`config.mk`:
```
export PLATFORM = sky130hd
export DESIGN_NAME = usr_ctrl_flat
export DESIGN_NICKNAME = d
export VERILOG_FILES = /design/src/rtl/usr_pkg.sv /design/src/rtl/usr_ctrl_if.sv /design/src/rtl/usr_core.sv /design/src/rtl/usr_ctrl.sv /design/src/flat_wrapper.sv
export SDC_FILE = /design/constraint.sdc
export NUM_CORES = 1
export LEC_CHECK = 0
export ABC_CLOCK_PERIOD_IN_PS = 1990
export CAP_MARGIN = 20
export CORE_ASPECT_RATIO = 1.1
export CORE_MARGIN = 4
export CORE_UTILIZATION = 48
export CTS_CLUSTER_SIZE = 10
export DETAILED_ROUTE_END_ITERATION = 8
export GPL_TIMING_DRIVEN = 0
export HOLD_SLACK_MARGIN = 0.08
export PLACE_DENSITY = 0.77
export SETUP_SLACK_MARGIN = 0.2
export SYNTH_ARGS = -nofsm -noshare
export SYNTH_HDL_FRONTEND = slang
export SYNTH_SLANG_ARGS = --single-unit
```
`constraint.sdc`:
```
create_clock -name clk -period 1.99 [get_ports clk]
set_input_delay 0.199 -clock clk [delete_from_list [all_inputs] [get_ports clk]]
set_output_delay 0.199 -clock clk [all_outputs]
set_load 0.02 [all_outputs]
```
`src/rtl/usr_pkg.sv`:
```
// Shared types for the universal shift-register controller: FSM states and
// the 2-bit register mode encoding driven from the controller into usr_core.
package usr_pkg;

  typedef enum logic [1:0] {
    ST_IDLE  = 2'b00,
    ST_LOAD  = 2'b01,
    ST_SHIFT = 2'b10,
    ST_DONE  = 2'b11
  } state_t;

  typedef enum logic [1:0] {
    MODE_HOLD = 2'b00,
    MODE_SHR  = 2'b01,
    MODE_SHL  = 2'b10,
    MODE_LOAD = 2'b11
  } mode_t;

  // dir = 1 selects a left shift, dir = 0 a right shift.
  function automatic mode_t shift_mode(input logic dir);
    return dir ? MODE_SHL : MODE_SHR;
  endfunction

endpackage

```
`src/rtl/usr_ctrl_if.sv`:
```
// Request/status bundle of usr_ctrl: the requester drives the master side,
// the controller implements the slave side.
interface usr_ctrl_if #(
  parameter int WIDTH = 4,
  parameter int CNT_W = 3
);

  logic             start;
  logic             dir;
  logic [CNT_W-1:0] count;
  logic [WIDTH-1:0] data_in;
  logic             ser_in;
  logic             busy;
  logic             done;
  logic [WIDTH-1:0] data_out;
  logic             ser_out;

  modport master (
    output start, dir, count, data_in, ser_in,
    input  busy, done, data_out, ser_out
  );

  modport slave (
    input  start, dir, count, data_in, ser_in,
    output busy, done, data_out, ser_out
  );

endinterface

```
`src/rtl/usr_core.sv`:
```
// WIDTH-bit universal register: hold, shift right, shift left or parallel load.
// Build option USR_CTRL_ROTATE_EN turns the shifts into rotates (ser_in unused).
module usr_core
  import usr_pkg::*;
#(
  parameter int WIDTH = 4
) (
  input  logic             clk,
  input  logic             rst,
  input  mode_t            mode,
  input  logic [WIDTH-1:0] d,
  input  logic             ser_in,
  output logic [WIDTH-1:0] q
);

  logic fill_r;
  logic fill_l;

`ifdef USR_CTRL_ROTATE_EN
  // Rotation recirculates the bit leaving the register; the serial input is dropped.
  logic unused_ser_in;
  assign unused_ser_in = ser_in;
  assign fill_r        = q[0];
  assign fill_l        = q[WIDTH-1];
`else
  assign fill_r = ser_in;
  assign fill_l = ser_in;
`endif

  always_ff @(posedge clk or posedge rst) begin
    if (rst) begin
      q <= '0;
    end else begin
      case (mode)
        MODE_SHR:  q <= {fill_r, q[WIDTH-1:1]};
        MODE_SHL:  q <= {q[WIDTH-2:0], fill_l};
        MODE_LOAD: q <= d;
        default:   q <= q;
      endcase
    end
  end

endmodule

```
`src/rtl/usr_ctrl.sv`:
```
// Controller that loads a universal shift register and shifts it count times.
// Optional build macro: USR_CTRL_ROTATE_EN (rotate instead of serial fill).
module usr_ctrl
  import usr_pkg::*;
#(
  parameter int WIDTH = 4,
  parameter int CNT_W = 3
) (
  input  logic     clk,
  input  logic     rst,
  usr_ctrl_if.slave bus
);

  state_t           state;
  state_t           state_nxt;
  mode_t            mode;
  logic             dir_lat;
  logic [CNT_W-1:0] cnt;
  logic [WIDTH-1:0] data_lat;
  logic [WIDTH-1:0] q;

  always_ff @(posedge clk or posedge rst) begin
    if (rst) begin
      state <= ST_IDLE;
    end else begin
      state <= state_nxt;
    end
  end

  // Operands are captured only on an accepted start, so changes while busy are invisible.
  always_ff @(posedge clk or posedge rst) begin
    if (rst) begin
      dir_lat  <= 1'b0;
      cnt      <= '0;
      data_lat <= '0;
    end else if (state == ST_IDLE && bus.start) begin
      dir_lat  <= bus.dir;
      cnt      <= bus.count;
      data_lat <= bus.data_in;
    end else if (state == ST_SHIFT) begin
      cnt <= cnt - 1'b1;
    end
  end

  always_comb begin
    state_nxt = state;
    mode      = MODE_HOLD;
    case (state)
      ST_IDLE: begin
        if (bus.start) state_nxt = ST_LOAD;
      end
      ST_LOAD: begin
        mode      = MODE_LOAD;
        state_nxt = (cnt != '0) ? ST_SHIFT : ST_DONE;
      end
      ST_SHIFT: begin
        mode = shift_mode(dir_lat);
        // cnt still holds the remaining shifts including the one happening now.
        if (cnt == CNT_W'(1)) state_nxt = ST_DONE;
      end
      ST_DONE: begin
        state_nxt = ST_IDLE;
      end
      default: begin
        state_nxt = ST_IDLE;
      end
    endcase
  end

  usr_core #(
    .WIDTH (WIDTH)
  ) u_core (
    .clk    (clk),
    .rst    (rst),
    .mode   (mode),
    .d      (data_lat),
    .ser_in (bus.ser_in),
    .q      (q)
  );

  assign bus.busy     = (state != ST_IDLE);
  assign bus.done     = (state == ST_DONE);
  assign bus.data_out = q;
  assign bus.ser_out  = dir_lat ? q[WIDTH-1] : q[0];

endmodule

```
`src/flat_wrapper.sv`:
```
// flat-port wrapper written by rule: the top's interface ports become plain ports
module usr_ctrl_flat import usr_pkg::*;
#(
  parameter int WIDTH = 4,
  parameter int CNT_W = 3
)
  (clk, rst, bus_start, bus_dir, bus_count, bus_data_in, bus_ser_in, bus_busy, bus_done, bus_data_out, bus_ser_out);
  usr_ctrl_if #(.WIDTH(WIDTH), .CNT_W(CNT_W)) bus_i ();
  input  logic clk;
  input  logic rst;
  input wire logic [$bits(bus_i.start)-1:0] bus_start;
  input wire logic [$bits(bus_i.dir)-1:0] bus_dir;
  input wire logic [$bits(bus_i.count)-1:0] bus_count;
  input wire logic [$bits(bus_i.data_in)-1:0] bus_data_in;
  input wire logic [$bits(bus_i.ser_in)-1:0] bus_ser_in;
  output wire logic [$bits(bus_i.busy)-1:0] bus_busy;
  output wire logic [$bits(bus_i.done)-1:0] bus_done;
  output wire logic [$bits(bus_i.data_out)-1:0] bus_data_out;
  output wire logic [$bits(bus_i.ser_out)-1:0] bus_ser_out;
  assign bus_i.start = bus_start;
  assign bus_i.dir = bus_dir;
  assign bus_i.count = bus_count;
  assign bus_i.data_in = bus_data_in;
  assign bus_i.ser_in = bus_ser_in;
  assign bus_busy = bus_i.busy;
  assign bus_done = bus_i.done;
  assign bus_data_out = bus_i.data_out;
  assign bus_ser_out = bus_i.ser_out;
  usr_ctrl #(.WIDTH(WIDTH), .CNT_W(CNT_W)) u_core (.clk(clk), .rst(rst), .bus(bus_i));
endmodule
```
== After elaboration in Yosys (flattened, before gate mapping) ==
Index checks and enable logic that the tools add are counted.
Storage, ports and cells
  bits in registers: 14
  bits in latches: 0
  memory bits (writable): 0
  memory bits (read-only): 0
  input port bits: 12
  output and inout bits: 7
  logic and storage cells: 32
  memories: 0
Cells by class
  $add $sub $neg: 1
  multipliers: 0
  divide/modulo/power cells: 0
  $lt $le $gt $ge: 0
  eq/ne operators: 9
  shift-type cells: 0
  muxes and demuxes: 10
  bitwise logic cells: 0
  reductions and logical operators: 7
Operator list (number)
  $pmux 4 s3: 1
  $eq 2x2->1 const B: 4
  $pmux 2 s4: 1
  $mux 2: 3
  $mux 3: 2
  $reduce_bool 3->1: 2
  $eq 2x1->1 const B: 2
  $ne 2x2->1 const B: 2
  $pmux 2 s2: 1
  $reduce_bool 2->1: 2
  $eq 3x1->1 const B: 1
  $sub 3x1->3 const B: 1
  $logic_not 2->1: 1
  $mux 1: 2
  $reduce_and 2->1: 1
  $logic_and 1x1->1: 1

== Longest topological paths before layout ==
  depth after elaboration: 4
  gate-level depth with buffers: 6
  mapped depth without buffers: 5

== Modules after synthesis ==
Synthesis repeated with hierarchy kept, for this count alone.
Unflattened totals
  cell total of the unflattened synthesis: 65
  area, all modules: 854.6 sq um
By module, submodules not included
  usr_ctrl: times used 1, cells each 56, area an instance 645.6 sq um
  usr_core: times used 1, cells each 9, area an instance 209.0 sq um

== Worst setup path after synthesis ==
Ideal clock, no wire load.
  kind: reg2reg
  start: reg u_core.state[0]
  end: reg u_core.state[1]
  arrival: 1.297 ns
  path slack: 0.568 ns
  stages on the path, launching flop included: 6
  path buffers: 1
  path through: dfrtp_1 -> inv_1 -> ha_1 -> clkbuf_8 -> a21oi_2 -> mux2_2
Between the ends
  cells in the longest elaborated chain, start to end: 3
  elaborated cells on any way between the ends: 8
RTL lines
  from (decl): line usr_ctrl.sv:14  | state_t state;
  from (signal assigned): line usr_ctrl.sv:26  | state <= state_nxt;
  $eq 2x2->1 / $logic_not 2->1 (equally long branches): line usr_ctrl.sv:48  | case (state)
  $ne 2x2->1 (no line)
  $reduce_and 2->1 (no line)
Parallel ways exist; a longest one is shown, timed or not.
A chain may end at the register's enable or synchronous reset.

== Worst setup path in the final report ==
  start: reg u_core.state[0]
  end: out bus_done
Between the ends
  cells in the longest elaborated chain, start to end: 1
RTL lines
  $eq 2x2->1: line usr_ctrl.sv:82  | assign bus.done = (state == ST_DONE);
  to (decl): line flat_wrapper.sv:17  | output wire logic [$bits(bus_i.done)-1:0] bus_done;
Every way passes these cells.

==> flow_metrics.py <==
metrics = {
    "status": {
        "status": "completed",
    },
    "clock_tree": {
        "clock-root-buffer": "clkbuf_4",
        "cts_buffers": 3,
        "htree_levels": 1,
        "clock_latency_ns": 0.28,
        "cts_buffer_depth": 2,
        "clock-sinks": 14,
        "clk_pin_slew_ns": 0.09,
        "holdBufCountCts": 0,
        "cts_tree": "built",
    },
    "layout": {
        "drive_gt1_share_pct": 18.6,
        "final_cell_area_um2": 1090,
        "final_cells": 119,
        "n_fill_cell": 137,
        "regArea_um2": 352,
        "utilization_pct": 67.4,
        "final_nets": 124,
        "multi_input_area_um2": 457,
        "diodes": 0,
        "areaGrowthSynthToFinish_pct": 27.8,
    },
    "drt": {
        "initialDrtViolationCount": 7,
        "ant_nets": 0,
        "avgRoutedWirePerCell_um": 13.5,
        "wirelength_um": 1610,
        "num_vias": 636,
        "drc": 0,
        "dr.pass1.iters": 4,
        "vias_per_cell": 5.34,
    },
    "global_route": {
        "antenna_found_initial": 0,
        "gr-total-overflow": 0,
        "grt_first_pass_wirelength_um": 2570,
        "grtUsageTotal_pct": 14.6,
        "grt_max_degree": 15,
        "grtUsageMet1_pct": 16.8,
        "grt_use_met3_pct": 2.08,
        "top_usage_layer": "met2",
        "grt_use_met2_pct": 25.4,
        "grt_pass1_vias": 629,
    },
    "floorplanning": {
        "rows": 15,
        "core_area_um2": 1610,
        "die-area_um2": 2510,
        "dieWidth_um": 48.1,
        "initial_core_util_pct": 52.7,
        "die_h_um": 52.2,
        "pin_count": 19,
    },
    "timing": {
        "worst_pin_slew_ns": 0.529,
        "report.final.setup_viol": 0,
        "hold_viol_final": 0,
        "tns_ns": 0,
        "timing.fmax_mhz": 598,
        "fin_crit_sh_pct": 84.0,
        "period_minus_slack_ns": 1.67,
        "whs_ns": 0.241,
        "setup_ws_ns": 0.319,
        "skew_ns": 0.00397,
        "rsz0062_at_grt": "false",
        "slew_violations": 0,
        "relSlewSlack_pct": 64.7,
    },
    "critical_path": {
        "timing.rr.start": "u_core.state[0]",
        "arrival_ns": 1.47,
        "reg2reg_to": "u_core.state[1]",
        "r2r_cells": 5,
        "cp_max_fo": 5,
        "startpoint_type": "register",
        "crit_path_end_kind": "primary output",
        "ff2ff_setup_slack_ns": 0.45,
        "crit_required_ns": 1.79,
        "path_class": "reg2out",
    },
    "synthesis": {
        "ys.flop_type": "dfrtp_1",
        "async_flop_share_pct": 100,
        "syn_nets": 101,
        "synth.most_common_cell": "dfrtp_1",
        "synthDistinctLibCells": 22,
        "synth_edf_count": 0,
        "yosysSeqAreaShare_pct": 41.2,
        "yosys_warnings": 0,
        "synth.area.top_cells": "dfrtp_1 (41%), ha_1 (13%), mux2_2 (11%), inv_1 (3.5%), nor2_1 (3.5%)",
        "synth_area_um2": 851,
        "ys_seq_elements": 14,
        "syn_inst": 80,
        "synth_common_cells": "dfrtp_1 (14), ha_1 (9), inv_1 (8), mux2_2 (8), nor2_1 (8)",
        "yosys.area.top_type": "dfrtp_1",
        "postSynthAreaPerCell_um2": 10.6,
        "synth_top_area_share_pct": 41.2,
    },
    "power_and_ir_drop": {
        "p_leak_nw": 0.489,
        "intPower_mw": 1.08,
        "clkPwrFrac_pct": 11.2,
        "power_frac_seq_pct": 30.7,
        "ir_drop_mv": 0.910,
        "power_mw": 1.84,
        "power_density_nw_per_um2": 1690,
        "p_switching_mw": 0.759,
        "p_comb_share_pct": 58.1,
        "swShare_pct": 41.4,
    },
    "placed_design": {
        "placed_cells": 115,
        "hpwl_um": 1200,
        "placed_cell_area_um2": 1050,
        "pre_cts_ws_ns": 0.360,
        "gp_congestion": 0.894,
        "port_buffers": 18,
    },
    "hold_path": {
        "hold_path.class": "in2async",
    },
    "flow_run": {
        "cap_violations": 0,
    },
}
how the worst max path moves through the flow:
stage	endpoint	depth (start not counted)	from
floorplan	u_core.state[1]	5	u_core.state[0]
global route	bus_busy	4	u_core.state[0]
finish	bus_done	2	u_core.state[0]
CTS	bus_done	2	u_core.state[0]
detailed placement	bus_busy	4	u_core.state[0]
global placement	bus_busy	4	u_core.state[0]
metal layers:
layer	vias to the layer above	wire length (µm)
met5	-	0
met4	0	25
met3	4	69
met2	16	856
met1	299	657
li1	317	-
final cells by class:
type | instances | area share, %
multi-input cells | 57 | 42.0
flip-flops and latches | 14 | 32.3
repair buffers | 18 | 16.3
clock buffers | 4 | 3.34
inverters | 8 | 2.76
well taps | 17 | 1.96
plain buffers | 1 | 1.27
sequential cells by signal, summed over array words and instances, names as in the netlist:
register and cells:
u_core.dir_lat 1, u_core.cnt 3, u_core.u_core.q 4, u_core.data_lat 4, u_core.state 2
logic make-up (layout without fill, tap and decap cells):
family | Yosys count | count (layout) | share of synthesized area, %
flops | 14 | 14 | 41.2
buf+inv | 9 | 31 | 5.15
fa+ha+maj | 9 | 9 | 13.2
xor+xnor | 2 | 2 | 2.06
compound gates | 17 | 17 | 14.4
simple gates | 21 | 21 | 13.4
mux | 8 | 8 | 10.6
worst max-delay path: stages, from the launching register on:
cell             delay [ns]
dfrtp_1                0.43
ha_1                   0.16
clkdlybuf4s50_1        0.59
power groups by stage:
stage	clock, mW	sequential [mW]	combinational, mW
after detailed placement	0	0.566	1.08
after floorplan	0	0.572	0.764
final	0.206	0.564	1.07
after CTS	0.211	0.561	1.08
after global placement	0	0.561	1.05
after global routing	0.218	0.585	1.17
cell usage in the layout (no fill, tap or decap), drive strengths merged:
cell type and n:
clkdlybuf4s50 16, inv 8, nor2 8, nand2b 2, a2bb2oi 1, nor2b 1
o22ai 4, a21oi 5, ha 9, mux2 8, a31oi 4, and2 4
dlygate4sd2 2, nand2 6, dfrtp 14, clkbuf 5, xnor2 2, o21a 1
a311oi 1, a211oi 1
repair_timing:
item / 4_1_cts / 5_1_grt
resized for setup: 3 / 0
endpoints found under the setup margin: 2 / 0
setup buffers: 0 / 0
(Power assumes the default switching activity.)
